<file path="src/rtl/cross_bar_pkg.sv">
// Shared types and sizing for the cross bar fabric.
// Master/slave counts, address/data widths and grant vectors.
package cross_bar_pkg;

    localparam int ADDR_W   = 32;
    localparam int DATA_W   = 32;
    localparam int SLAVE_N  = 4;
    localparam int MASTER_N = 4;
    localparam int SSEL_W   = $clog2(SLAVE_N);
    localparam int MIDX_W   = (MASTER_N > 1) ? $clog2(MASTER_N) : 1;

    typedef logic [ADDR_W-1:0]   addr_t;
    typedef logic [DATA_W-1:0]   data_t;
    typedef logic [SLAVE_N-1:0]  sgrant_t;
    typedef logic [MASTER_N-1:0] mgrant_t;
    typedef logic [MIDX_W-1:0]   midx_t;

    typedef enum logic {
        ST_IDLE,
        ST_BUSY
    } slv_state_t;

    // Round-robin successor of a master index, wrapping at MASTER_N.
    function automatic midx_t next_midx(midx_t i);
        if (int'(i) == MASTER_N - 1) begin
            return '0;
        end
        return i + 1'b1;
    endfunction

endpackage

</file>
<file path="src/rtl/cross_bar_rr_arb.sv">
// Combinational round-robin picker: lowest requester at or above ptr,
// searching upward with wrap-around; produces a one-hot winner.
module cross_bar_rr_arb #(
    parameter int N  = 4,
    parameter int PW = (N > 1) ? $clog2(N) : 1
) (
    input  logic [N-1:0]  req,
    input  logic [PW-1:0] ptr,
    output logic [N-1:0]  grant,
    output logic          any
);

    logic [PW-1:0] idx;
    logic          found;

    always_comb begin
        grant = '0;
        found = 1'b0;
        idx   = '0;
        for (int i = 0; i < N; i++) begin
            idx = PW'((int'(ptr) + i) % N);
            if (!found && req[idx]) begin
                grant[idx] = 1'b1;
                found      = 1'b1;
            end
        end
    end

    assign any = |req;

endmodule

</file>
<file path="src/rtl/cross_bar_slave.sv">
// Slave-port arbiter: round-robin grant among masters decoding to this
// slave, grant held until slave_ack, request forwarded via AND-OR mux.
module cross_bar_slave
    import cross_bar_pkg::*;
#(
    parameter int SLAVE_ID = 0
) (
    input  logic                       clk,
    input  logic                       rst,
    input  logic [MASTER_N-1:0]        master_req,
    input  addr_t [MASTER_N-1:0]       master_addr,
    input  logic [MASTER_N-1:0]        master_cmd,
    input  data_t [MASTER_N-1:0]       master_wdata,
    output logic                       slave_req,
    output addr_t                      slave_addr,
    output logic                       slave_cmd,
    output data_t                      slave_wdata,
    input  logic                       slave_ack,
    output logic [MASTER_N-1:0]        mgrant
);

    slv_state_t state, state_d;
    mgrant_t    mgrant_d;
    mgrant_t    hit;
    mgrant_t    win;
    logic       any_hit;
    midx_t      rr_ptr, rr_ptr_d;
    midx_t      gidx;

    always_comb begin
        hit = '0;
        for (int m = 0; m < MASTER_N; m++) begin
            hit[m] = master_req[m] &&
                (master_addr[m][ADDR_W-1 -: SSEL_W] == SSEL_W'(SLAVE_ID));
        end
    end

    cross_bar_rr_arb #(
        .N  (MASTER_N),
        .PW (MIDX_W)
    ) u_arb (
        .req   (hit),
        .ptr   (rr_ptr),
        .grant (win),
        .any   (any_hit)
    );

    // Index of the currently granted master (mgrant is one-hot).
    always_comb begin
        gidx = '0;
        for (int m = 0; m < MASTER_N; m++) begin
            if (mgrant[m]) begin
                gidx = MIDX_W'(m);
            end
        end
    end

    always_comb begin
        state_d  = state;
        mgrant_d = mgrant;
        rr_ptr_d = rr_ptr;
        case (state)
            ST_IDLE: begin
                if (any_hit) begin
                    mgrant_d = win;
                    state_d  = ST_BUSY;
                end
            end
            ST_BUSY: begin
                if (slave_ack) begin
                    mgrant_d = '0;
                    state_d  = ST_IDLE;
                    rr_ptr_d = next_midx(gidx);
                end
            end
            default: begin
                mgrant_d = '0;
                state_d  = ST_IDLE;
            end
        endcase
    end

    always_ff @(posedge clk or posedge rst) begin
        if (rst) begin
            state  <= ST_IDLE;
            mgrant <= '0;
            rr_ptr <= '0;
        end else begin
            state  <= state_d;
            mgrant <= mgrant_d;
            rr_ptr <= rr_ptr_d;
        end
    end

    assign slave_req = (state == ST_BUSY);

    // AND-OR forwarding: all zero whenever nothing is granted.
    always_comb begin
        slave_addr  = '0;
        slave_cmd   = 1'b0;
        slave_wdata = '0;
        for (int m = 0; m < MASTER_N; m++) begin
            slave_addr  = slave_addr  | (master_addr[m]  & {ADDR_W{mgrant[m]}});
            slave_cmd   = slave_cmd   | (master_cmd[m]   & mgrant[m]);
            slave_wdata = slave_wdata | (master_wdata[m] & {DATA_W{mgrant[m]}});
        end
    end

    a_grant_onehot: assert property (
        @(posedge clk) disable iff (rst) $onehot0(mgrant)
    );

    a_req_matches_grant: assert property (
        @(posedge clk) disable iff (rst) slave_req == (|mgrant)
    );

endmodule

</file>
<file path="config.mk">
export PLATFORM = sky130hd
export DESIGN_NAME = cross_bar_slave
export DESIGN_NICKNAME = d
export VERILOG_FILES = /design/src/rtl/cross_bar_pkg.sv /design/src/rtl/cross_bar_rr_arb.sv /design/src/rtl/cross_bar_slave.sv
export SDC_FILE = /design/constraint.sdc
export NUM_CORES = 1
export LEC_CHECK = 0
export ABC_CLOCK_PERIOD_IN_PS = 4800
export CORE_AREA = 3 3 129 131
export CTS_CLUSTER_DIAMETER = 30
export DETAILED_ROUTE_END_ITERATION = 8
export DIE_AREA = 0 0 132 134
export HOLD_SLACK_MARGIN = 0.02
export SLEW_MARGIN = 20
export SYNTH_ARGS = -nofsm -noshare
export SYNTH_HDL_FRONTEND = slang
export SYNTH_HIERARCHICAL = 1
export SYNTH_SLANG_ARGS = --single-unit
</file>
<file path="constraint.sdc">
create_clock -name clk -period 4.8 [get_ports clk]
set_input_delay 0.96 -clock clk [delete_from_list [all_inputs] [get_ports clk]]
set_output_delay 0.96 -clock clk [all_outputs]
set_load 0.005 [all_outputs]
</file>
# Yosys cells after proc, flatten, opt, wreduce, memory -nomap -nowiden
# Index checks and enable logic that the tools add are counted.
# word_totals
ff_bits	7
latch_bits	0
ram_bits	0
romBits	0
input_bits	267
out_inout_bits	70
word_cells	101
memories	0
# classes
add_sub_neg	4
mul	0
div	0
n_lt_le_gt_ge	8
n_eq_ne	3
shifts	0
muxes	37
bitwise_logic	25
reduce_logical	21
# ops
operator	n
$and 32x32->32	8
$or 32x32->32	6
$mux 4	6
$mux 1	17
$lt 2x3->1 const B	4
$or 4x4->4	3
$logic_and 1x1->1	11
$bmux 1 s2	4
$demux 1 s2	4
$ge 2x1->1 const B	4
$logic_not 2->1	4
$mux 2	4
$pmux 4 s2	1
$add 2x1->2 const B	2
$add 2x2->2 const B	2
$and 1x1->1	4
$ne 2x2->1 const B	2
$reduce_and 2->1	2
$reduce_or 4->1	1
$logic_not 1->1	3
$or 1x1->1	3
$eq 2x1->1 const B	1
$pmux 1 s2	1
$not 1->1	1

# Logic depth before layout (Yosys ltp)
# depth
depth_word	16
mapped_depth	7
ltp_nobuf	7

# Modules after synthesis
# Netlist, hierarchy kept.
# modules_own_cells
module	n_inst	cells_each	area_each_um2	seq_area_each_um2
cross_bar_slave	1	251	1796.7	175.2
cross_bar_rr_arb	1	37	345.3	0.0

# Worst setup path after synthesis
# OpenSTA, ideal clock, no wires.
# synth_path
kind	input port to flip-flop
from	input master_req[3]
to	register mgrant[1]
setup_ns	0.066
t_arrival_ns	2.344
required_ns	4.734
slack_ns	2.390
cell_stages	7
path_buffers	1
path_cell_list	nor3b_1 -> mux4_2 -> buf_6 -> nor4b_4 -> nand2_1 -> o211ai_1 -> a22o_1
# synth_via
elab_chain_cells	15
elab_cells_between_ends	30
classes_between	eq/ne: 1; mux: 17; bitwise: 3; reduce/logical: 9
# synth_lines
item	line	source
from (decl)	cross_bar_slave.sv:10	input logic [MASTER_N-1:0] master_req,
$logic_and 1x1->1 *	cross_bar_slave.sv:33	hit[m] = master_req[m] &&
$bmux 1 s2	cross_bar_rr_arb.sv:22	if (!found && req[idx]) begin
$mux 1 (implied by the code)	cross_bar_rr_arb.sv:22	
$mux 1	cross_bar_rr_arb.sv:22	
$logic_not 1->1	cross_bar_rr_arb.sv:22	
$logic_and 1x1->1	cross_bar_rr_arb.sv:22	
$mux 1	cross_bar_rr_arb.sv:22	
$logic_not 1->1	cross_bar_rr_arb.sv:22	
$logic_and 1x1->1	cross_bar_rr_arb.sv:22	
$mux 1	cross_bar_rr_arb.sv:22	
$logic_not 1->1	cross_bar_rr_arb.sv:22	
$logic_and 1x1->1	cross_bar_rr_arb.sv:22	
$mux 4 *	cross_bar_rr_arb.sv:22	
named net win[1]	cross_bar_slave.sv:25	mgrant_t win;
$mux 4 *	cross_bar_slave.sv:64	if (any_hit) begin
$pmux 4 s2 *	cross_bar_slave.sv:62	case (state)
to (signal assigned)	cross_bar_slave.sv:90	mgrant <= mgrant_d;
to (decl)	cross_bar_slave.sv:19	output logic [MASTER_N-1:0] mgrant
# The timed path passes the listed nets; every way through them passes the cells marked *. The select of a mux whose other input is x is not followed.
# A chain may end at the register's enable or synchronous reset.

# Worst setup path after layout
# layout_path
from	register mgrant[3]
to	output slave_wdata[25]
# layout_via
elab_chain_cells	2
# layout_lines
item	line	source
$and 32x32->32	cross_bar_slave.sv:105	slave_wdata = slave_wdata | (master_wdata[m] & {DATA_W{mgrant[m]}});
$or 32x32->32	cross_bar_slave.sv:105	
to (decl)	cross_bar_slave.sv:17	output data_t slave_wdata,
# No other way between the ends.

==> metrics.txt <==
Pleak 2.19 nW; clk_skew 1.98 ps; Chip Width 132 microns; IO Pins 337; CP required 3840 ps; post-synth top area cell a22oi_1; CTS buffer count 3; worst hold stages 1; drt wl/cell 18.2 microns; antenna violations before repair 0; drt via density 4.58; Fmax 290 MHz; critical path fanouts, max 50; Max clock buf depth 2; DRT antenna net count 0; setup TNS 0 ps; WHS 627 ps; Syn. warnings 6; type of destination of the critical path output pin; nets 876; Rel. slew slack 32.0%; Synth-to-Final Area Change 165%; max-slew violations 0; layout cells sized above 1 5.15%; Critical Path AT 2490 ps; DRC violations left 0; Cell Area, Synth 0.00214 sq mm; syn nets 561; CTS tree built; Initial Util 13.6%; commonest non-fill, non-tap cell in the layout clkdlybuf4s50_1; # Post-CTS Setup Buffers 0; synthesized area per cell 7.44 sq um; r2r setup slk 2490 ps; via count 3746; dpl hpwl 12000 microns; GP Congestion 0.861; largest net degree at the start of global routing 51; total core area 0.0157 sq mm; clk sinks 7; final hold vios 0; port bufs 336; Area contributors post-synth a22oi_1 (42%), nand2_1 (12%), dfrtp_1 (8.2%); FP Rows 46; Die Span Y 134 microns; Initial DRC Count 145; status completed; final worst path period share 71.8%; Clock Latency Late Sink 230 ps; Tmin final 3450 ps; ANT cells 0; final setup fails 0; Mapped Cells 288; grt ovf 0; critical path startpoint category flop; Post-CTS Resized 0; Total GRT Usage 15.3%; sequential-to-total area share from yosys stat 8.18%; Die ar. 0.0177 sq mm; unrepaired setup endpoints after global routing false; post-synth cell types 27; clk root buf clkbuf_16; hold crit path type flop to flop; FF-to-FF path depth 7; Post-Route WL 14900 microns; final total power 0.00194 W; clock transition at the registers of the reported paths 40 ps; highest-count cells in the layout ignoring fill and taps clkdlybuf4s50_1 (336), a22oi_1 (120), nand2_1 (71); first-pass GRT wire length 22100 microns; 1st-pass router iterations 4; Setup Crit Path Kind flop to output pin; Synth top area share 42.1%; power per cell area 342 mW/mm^2; Max VDD drop 125 uV; vias in the first global route 3907; actual slew at the worst max-slew pin 1020 ps; synthesized flop and latch total 7; htree depth 1; max-cap violation count 0; hold_buf cts 0
cell type report:
| type | instances | area (sq um) |
|---|---|---|
| inverter | 8 | 30.0 |
| fill | 1587 | 10000 |
| multi-input combinational | 242 | 1720 |
| clock buffer | 4 | 78.8 |
| tap | 216 | 270 |
| sequential | 7 | 180 |
| timing repair buffer | 341 | 3400 |
cells by family (layout without fill, tap and decap cells):
kind of cell / Yosys count / count (layout) / synth area share [%]
buffers and inverters: 39 / 353 / 11.5
adders and majority gates: 6 / 6 / 3.50
and+or+nand+nor: 80 / 80 / 16.1
AOI/OAI and AO/OA: 150 / 150 / 55.3
DFF: 7 / 7 / 8.18
muxes: 6 / 6 / 5.49
per-layer routing:
| layer | share of wire, % | track usage [%] | routed length (microns) |
|---|---|---|---|
| met5 | 0 | 0 | 0 |
| met4 | 1.1 | 2.57 | 164 |
| met3 | 9.1 | 3.98 | 1350 |
| met2 | 49 | 26.8 | 7230 |
| met1 | 41 | 19.1 | 6160 |
through the flow:
step	utilization (%)	setup WS [ps]	instance area [sq um]	std cells
after CTS	36.2	1340	5680	818
after global routing	36.2	1230	5680	818
after global placement	35.7	1590	5600	814
final	36.2	1350	5680	818
after detailed placement	35.7	1580	5600	814
after floorplan	-	2390	2140	288
cells in the mapped netlist, drive strengths merged:
cell / number
a21bo: 1
a21o: 4
a21oi: 4
a22o: 4
a22oi: 130
buf: 27
clkbuf: 4
dfrtp: 7
ha: 6
inv: 8
mux2i: 2
mux4: 4
nand2: 71
nor2: 1
nor2b: 2
nor3b: 4
nor4b: 1
o211ai: 4
o21a: 1
o21bai: 1
o31ai: 1
or4: 1
flip-flops by register name (all words and copies together), names as in the netlist:
| signal | count |
|---|---|
| mgrant | 4 |
| rr_ptr | 2 |
| slave_req | 1 |
final timing paths:
| check | start | end |
|---|---|---|
| setup reg to reg | rr_ptr[0]$_DFFE_PP0P_ | mgrant[0]$_DFFE_PP0P_ |
| setup / recovery | mgrant[3]$_DFFE_PP0P_ | slave_wdata[25] |
| max in group asynchronous | rst | mgrant[0]$_DFFE_PP0P_ |
| hold / removal | slave_req$_DFF_PP0_ | slave_req$_DFF_PP0_ |
| min in group asynchronous | rst | rr_ptr[1]$_DFFE_PP0P_ |
| hold reg to reg | slave_req$_DFF_PP0_ | slave_req$_DFF_PP0_ |
critical path, stage by stage (launching register included):
cell	delay [ps]
dfrtp_2	1020
buf_4	440
a22oi_1	150
nand2_1	100
clkdlybuf4s50_1	500
where the power goes:
part	switching, W	internal [W]
combinational	0.000611	0.000964
clock	0.0000318	0.000111
sequential	0.000149	0.0000774
(Power assumes the default switching activity.)
